`src/rtl/mem_arbiter.sv`:
```
// mem_arbiter: single-port memory arbiter between the 6502 core and the
// program loader. It grants one requester per cycle, returns read data to its
// owner one cycle later, blocks CPU writes into the ROM window, and gives the
// loader exclusive ownership while ldr_lock is held.
module mem_arbiter #(
  parameter int unsigned        ADDR_W       = 16,
  parameter int unsigned        DATA_W       = 8,
  parameter logic [ADDR_W-1:0]  ROM_BASE     = 'hC000,
  parameter int unsigned        STARVE_LIMIT = 4
) (
  input  logic              clk,
  input  logic              rst_n,
  // CPU port
  input  logic              cpu_req,
  input  logic              cpu_we,
  input  logic [ADDR_W-1:0] cpu_addr,
  input  logic [DATA_W-1:0] cpu_wdata,
  output logic              cpu_gnt,
  output logic              cpu_rvalid,
  output logic [DATA_W-1:0] cpu_rdata,
  // Loader port
  input  logic              ldr_lock,
  input  logic              ldr_req,
  input  logic              ldr_we,
  input  logic [ADDR_W-1:0] ldr_addr,
  input  logic [DATA_W-1:0] ldr_wdata,
  output logic              ldr_gnt,
  output logic              ldr_rvalid,
  output logic [DATA_W-1:0] ldr_rdata,
  // Memory port
  output logic [ADDR_W-1:0] mem_addr,
  output logic [DATA_W-1:0] mem_wdata,
  output logic              mem_we,
  input  logic [DATA_W-1:0] mem_rdata,
  // Status
  output logic              locked,
  output logic              wp_err
);

  localparam int unsigned       CNT_W   = $clog2(STARVE_LIMIT) + 1;
  localparam logic [CNT_W-1:0]  LIMIT   = CNT_W'(STARVE_LIMIT);
  localparam logic [CNT_W-1:0]  CNT_MAX = '1;

  typedef enum logic {NORMAL, LOCK} state_e;

  state_e             state_q, state_d;
  logic [CNT_W-1:0]   starve_q, starve_d;
  logic               cpu_rd_q, cpu_rd_d;
  logic               ldr_rd_q, ldr_rd_d;
  logic [DATA_W-1:0]  cpu_hold_q, ldr_hold_q;
  logic               wp_err_q, wp_err_d;
  logic               wp_hit;

  assign wp_hit = cpu_we && (cpu_addr >= ROM_BASE);

  // State register, starvation counter, read ownership, held read data, sticky error
  always_ff @(posedge clk) begin
    if (!rst_n) begin
      state_q    <= NORMAL;
      starve_q   <= '0;
      cpu_rd_q   <= 1'b0;
      ldr_rd_q   <= 1'b0;
      cpu_hold_q <= '0;
      ldr_hold_q <= '0;
      wp_err_q   <= 1'b0;
    end else begin
      state_q    <= state_d;
      starve_q   <= starve_d;
      cpu_rd_q   <= cpu_rd_d;
      ldr_rd_q   <= ldr_rd_d;
      cpu_hold_q <= cpu_rdata;
      ldr_hold_q <= ldr_rdata;
      wp_err_q   <= wp_err_d;
    end
  end

  // Next state, arbitration, memory steering and bookkeeping
  always_comb begin
    state_d   = ldr_lock ? LOCK : NORMAL;
    cpu_gnt   = 1'b0;
    ldr_gnt   = 1'b0;
    mem_addr  = '0;
    mem_wdata = '0;
    mem_we    = 1'b0;
    starve_d  = starve_q;
    wp_err_d  = wp_err_q;

    // Grants are combinational; holding them low during reset keeps the
    // memory port quiet until reset is released.
    if (rst_n) begin
      if (state_q == LOCK) begin
        ldr_gnt = ldr_req;
      end else if ((starve_q >= LIMIT) && ldr_req) begin
        ldr_gnt = 1'b1;
      end else if (cpu_req) begin
        cpu_gnt = 1'b1;
      end else if (ldr_req) begin
        ldr_gnt = 1'b1;
      end
    end

    if (cpu_gnt) begin
      mem_addr  = cpu_addr;
      mem_wdata = cpu_wdata;
      mem_we    = cpu_we && !wp_hit;
      if (wp_hit) wp_err_d = 1'b1;
    end else if (ldr_gnt) begin
      mem_addr  = ldr_addr;
      mem_wdata = ldr_wdata;
      mem_we    = ldr_we;
    end

    if ((state_q == LOCK) || !ldr_req || ldr_gnt) begin
      starve_d = '0;
    end else if (starve_q != CNT_MAX) begin
      starve_d = starve_q + 1'b1;
    end

    cpu_rd_d = cpu_gnt && !cpu_we;
    ldr_rd_d = ldr_gnt && !ldr_we;
  end

  // Read return: the owner sees memory data directly in the response cycle,
  // otherwise its last value is held. rvalid is masked during reset so a
  // read pending across reset assertion is dropped.
  always_comb begin
    cpu_rvalid = cpu_rd_q && rst_n;
    ldr_rvalid = ldr_rd_q && rst_n;
    cpu_rdata  = cpu_rvalid ? mem_rdata : cpu_hold_q;
    ldr_rdata  = ldr_rvalid ? mem_rdata : ldr_hold_q;
  end

  assign locked = (state_q == LOCK);
  assign wp_err = wp_err_q;

endmodule
```
`config.mk`:
```
export PLATFORM = sky130hd
export DESIGN_NAME = mem_arbiter
export DESIGN_NICKNAME = d
export VERILOG_FILES = /design/src/rtl/mem_arbiter.sv
export SDC_FILE = /design/constraint.sdc
export NUM_CORES = 1
export LEC_CHECK = 0
export ABC_AREA = 1
export ABC_CLOCK_PERIOD_IN_PS = 1160
export CORE_AREA = 4 4 73 75
export CTS_CLUSTER_DIAMETER = 30
export DETAILED_ROUTE_END_ITERATION = 8
export DIE_AREA = 0 0 77 79
export PLACE_DENSITY = 0.88
export SYNTH_ARGS = -nofsm -noshare
export SYNTH_HDL_FRONTEND = slang
export SYNTH_SLANG_ARGS = --single-unit
```
`constraint.sdc`:
```
create_clock -name clk -period 1.16 [get_ports clk]
set_input_delay 0.29 -clock clk [delete_from_list [all_inputs] [get_ports clk]]
set_output_delay 0.29 -clock clk [all_outputs]
set_load 0.01 [all_outputs]
```
# Word level (Yosys, flattened, before mapping)
# Index checks and enable logic that the tools add are counted.
[classes]
magnitude_cmp = 2
n_eq_ne = 1
n_reduce_logical = 15
add_sub_neg = 1
bitwise_logic = 1
mux = 18
[ops]
columns = ["operator", "n"]
rows = [
  ["16-bit two-way mux", 2],
  ["8-bit two-way mux", 4],
  ["16-bit greater-or-equal comparator (second input constant)", 1],
  ["1-bit two-way mux", 12],
  ["1-bit logical AND", 7],
  ["1-bit logical NOT", 4],
  ["3-bit by 1-bit adder with 3-bit output (second input constant)", 1],
  ["3-bit greater-or-equal comparator (second input constant)", 1],
  ["3-bit != test (second input constant)", 1],
  ["1-bit logical OR", 2],
  ["2-bit AND reduction", 1],
  ["2-bit OR reduction", 1],
  ["1-bit inverter", 1],
]
[word_totals]
elab_cells = 45
inputBits = 63
ff_bits = 23
out_inout_bits = 47

# Depth between registers and ports, before layout
[depth]
depth_word = 7
ltp_mapped = 8
ltp_nobuf = 7

# Least setup slack after synthesis
# No wires, ideal clock.
[synth_timing]
path_type = "register -> output"
start = "reg state_q (netlist: locked)"
end = "out mem_addr[10]"
n_path_buf = 1
slack_ns = -0.121
arrival_time_ns = 0.991
required_ns = 0.870
path_stages_with_launch = 7
cell_sequence = "dfxtp_1 -> inv_1 -> nand3_4 -> nor2_4 -> buf_6 -> nand2_1 -> nand2_1"
[synth_via]
elab_cells_between_ends = 6
cone_classes = "mux: 6"
[synth_lines]
columns = ["item", "line", "source"]
rows = [
  ["start: declaration", "46", "state_e state_q, state_d;"],
  ["start signal: assignment", "67", "state_q <= state_d;"],
  ["1-bit two-way mux", "91", "if (state_q == LOCK) begin"],
  ["1-bit two-way mux", "90", "if (rst_n) begin"],
  ["via cpu_gnt", "18", "output logic cpu_gnt,"],
  ["16-bit two-way mux", "102", "if (cpu_gnt) begin"],
  ["end: declaration", "31", "output logic [ADDR_W-1:0] mem_addr,"],
]
# The timed path passes the listed nets, and every way through them passes these cells.

# Final worst setup path
[layout_timing]
start = "reg state_q (netlist: locked)"
end = "out mem_addr[10]"
[layout_via]
elab_chain_cells = 4
elab_cells_between_ends = 6
cone_classes = "mux: 6"
[layout_rtl]
columns = ["item", "line", "source"]
rows = [
  ["1-bit two-way mux", "91", ""],
  ["1-bit two-way mux", "90", ""],
  ["16-bit two-way mux", "107", "end else if (ldr_gnt) begin"],
  ["16-bit two-way mux *", "102", ""],
]
# Every way passes the cells marked *; elsewhere a longest branch is shown, timed or not.

==> summary.md <==
| Metric | Value |
|---|---|
| Clock Power Share | 0.230 |
| Clock root buffer master | clkbuf_8 |
| GRT overflow | 0 |
| Status | complete, but fails checks |
| CP max-delay cell | dfxtp_2 |
| Max Freq | ~0.60 GHz |
| Initial core utilization | 0.294 |
| Clock Latency Late Sink | roughly 0.27 ns |
| Final-report setup violation count | 47 |
| Distinct cell type count after synthesis | 19 |
| Sequential share of power | 0.379 |
| CTS tree | built |
| Die area | roughly 6100 sq um |
| Gate power share | 0.390 |
| Util after Layout | 0.706 |
| Leakage | 1.53 nW |
| Worst-Margin Slew | 0.337 ns |
| RSZ-0062 raised after global routing | yes |
| Skew final | a little over 0.004 ns |
| Area growth, synth to finish | 140% |
| Post-DP HPWL | 3.91 mm |
| P_int | ~0.0015 W |
| Yosys top cell by area | dfxtp_1 |
| Number of diodes | 0 |
| Total Power | 0.00220 W |
| Die Y-Extent | a little under 80 microns |
| Area of the multi-input gates | ~1000 sq um |
| Prevailing post-synth register cell | dfxtp_1 |
| Final min period | roughly 1.7 ns |
| CTS HTree Levels | 1 |
| Mux cell area share after synthesis | 0 |
| CTS Hold Bufs | 0 |
| Layout cells sized above 1 | 0.545 |
| Pre-CTS setup slack | -1.24 ns |
| Hold Crit Class | primary input to flip-flop |
| WL final | around 6.3 mm |
| First-pass DRT Iterations | 4 |
| Crit-path most repeated cell | buf_6 |
| Async S/R FF share, synth | 0 |
| Slew headroom | 0.775 |
| Synth top cells by count | nand2_1, inv_1, dfxtp_1 |
| Slew Limit Fails | 0 |
| Largest family of logic cells by synthesized area | simple AND/OR/NAND/NOR gates |
| Nets | approximately 440 |
| Sink Count | 23 |
| Global Route Usage Sum | 0.188 |
| Setup crit end kind | output port |
| Critical Path RT | roughly 0.87 ns |
| DRT antenna net count | 0 |
| Power density cells | around 670 nW/um^2 |
| Row cnt | 25 |
| Count leader, synth | nand2_1 |
| Syn nets | between 200 and 300 |
| Post-Synth XOR/XNOR Area | 0.00638 |
| CTS Buf Count | 3 |
| Total of max-cap violations | 0 |
| Switching Fraction | 0.298 |
| Post-synth EDFFs | 0 |
| Post-Syn Area per Cell | 6.47 sq um |
| Sw Pwr | 0.000656 W |
| Critical path class | flip-flop to output port |
| Vias | 2001 |
| Failing checks | setup timing |
| Cell count after synthesis | approximately 210 |
| Dpl cell area | around 2700 sq um |
| Syn Std Cell Area | ~1400 sq um |
| Initial antenna violation count | 0 |
| Yosys warnings | 0 |
| Layout fillers | between 300 and 400 |
| Crit path cell chain | inv_2 > nand3_4 > nor2_4 > buf_6 > buf_12 > nand2_1 > nand2_2 > buf_6 |
| WL/cell | approximately 15 microns |
| Post-synthesis simple-gate area fraction | 0.335 |
| VDD IR max | between 0.0006 and 0.0007 V |
| FF/Latch Area | approximately 470 sq um |
| 1st-iter DRT viols | 36 |
| Critical Path AT | ~1.4 ns |
| Critical Path Max Stage Delay | ~0.34 ns |
| Final WS setup | -0.497 ns |
| Adder-cell share of the synthesized area | 0.0182 |
| Fin crit share | 1.43 |
| Design Area, Final | 3290 sq um |
| I/O pin cnt | 110 |
| First-pass GRT wire length | around 9.4 mm |
| DRC Markers | 0 |
| Die Width | slightly below 80 microns |
| Buffers on Ports | 109 |
| Area contributors post-synth | dfxtp_1, nand2_1, a211oi_1, inv_1, a21oi_1 |
| Crit path max fanout | 8 |
| Routability congestion estimate | 0.763 |
| Max clock buf depth | 2 |
| Clock Pin Slew Worst Setup and Hold Paths | around 0.080 ns |
| Worst setup SP type | flip-flop |
| Area share of the largest cell type after synthesis | 0.335 |
| Post-synthesis register bit count | 23 |
| Vias in the first global route | between 2000 and 2500 |
| Final Hold Violating Endpoints | 0 |
| Drt via density | roughly 4.6 |
| Largest net degree at the start of global routing | 18 |
| Core area | around 4700 sq um |
| Register area share after synthesis | 0.335 |
| Synth Area in Compound Gates | 0.157 |
power by group through the flow:
stage                     logic, W  clock network, W  registers (W)
after floorplan           0.000256                 0       0.000850
after global placement    0.000724                 0       0.000850
after detailed placement  0.000736                 0       0.000852
after CTS                 0.000769          0.000518       0.000835
after global routing      0.000921          0.000547       0.000838
final                     0.000860          0.000507       0.000835
flip-flops by register name (all words and copies together), names as in the netlist:
signal,flops
ldr_rd_q,1
wp_err,1
ldr_hold_q,8
cpu_hold_q,8
cpu_rd_q,1
locked,1
starve_q,3
layout make-up:
class | instances | area share
Timing Repair inverter | 3 | 0.00647
Tap cell | 54 | 0.0205
Clock buffer | 3 | 0.0126
Timing Repair Buffer | 166 | 0.463
Inverter | 31 | 0.0380
Sequential cell | 23 | 0.142
Clock inverter | 1 | 0.00152
Multi-Input combinational cell | 151 | 0.316
layer usage:
metal | up-vias | track usage | wire [microns]
li1 | 996 | - | -
met1 | 928 | 0.188 | 2170
met2 | 64 | 0.393 | 3650
met3 | 13 | 0.0465 | 358
met4 | 0 | 0.0285 | 110
met5 | - | 0 | 0
per-stage QoR:
stage	hold WS [ns]	TNS, ns	std cells
detailed placement	0.449	-61.72	395
global placement	0.440	-58.21	395
CTS	0.306	-17.26	427
finish	0.305	-17.93	432
global route	0.303	-21.10	432
floorplan	0.362	-1.50	212
cell families (layout without fill, tap and decap cells):
family / count (synthesis) / in the layout
compound gates: 35 / 35
xor+xnor: 1 / 1
fa+ha+maj: 2 / 2
buf+inv: 39 / 204
flops: 23 / 23
simple gates: 112 / 113
path summary, 6_finish.rpt:
path / startpoint / to / slack (ns) / cells past startpoint
hold reg to reg: wp_err$_SDFFE_PN0P_ / wp_err$_SDFFE_PN0P_ / 0.46 / 2
hold / removal: rst_n / locked$_SDFF_PN0_ / 0.31 / 3
setup / recovery: locked$_SDFF_PN0_ / mem_addr[10] / -0.50 / 8
setup reg to reg: ldr_rd_q$_SDFF_PN0_ / ldr_hold_q[6]$_SDFF_PN0_ / -0.02 / 7
critical path, delay by kind of cell (launching register included):
kind	cells	cell delay [ns]
buffers and inverters	4	0.40
AND/OR/NAND/NOR	4	0.35
flip-flops	1	0.34
what timing repair did:
item                       in CTS  in global routing
resized for setup             267                 64
hold endpoints to repair        0                  0
setup endpoints to repair      64                 47
gates cloned                    6                  0
setup buffers                  22                  8
pin swaps                       6                 16
cell usage in the layout, fill, tap and decap left out, types with 2 or more instances in the layout:
master           Yosys  final
nand2_2              5     43
a211oi_2             0      2
inv_2                1      5
a21oi_1             19      4
nand2_1             82     41
dfxtp_2              0      3
inv_1               28     24
dlygate4sd2_1        0      9
buf_4                0     35
a211oi_1            16     14
clkdlybuf4s50_1      0     51
buf_2                1     22
clkbuf_8             0      3
ha_1                 2      2
nand2_8              0      2
nand2_4              0      2
buf_6                7     46
clkinv_2             0      2
nor2_1              19      4
a21oi_2              0     15
inv_4                1      2
nor2_4               1     16
dfxtp_1             23     19
No activity file was read; power rests on OpenSTA's default activity.
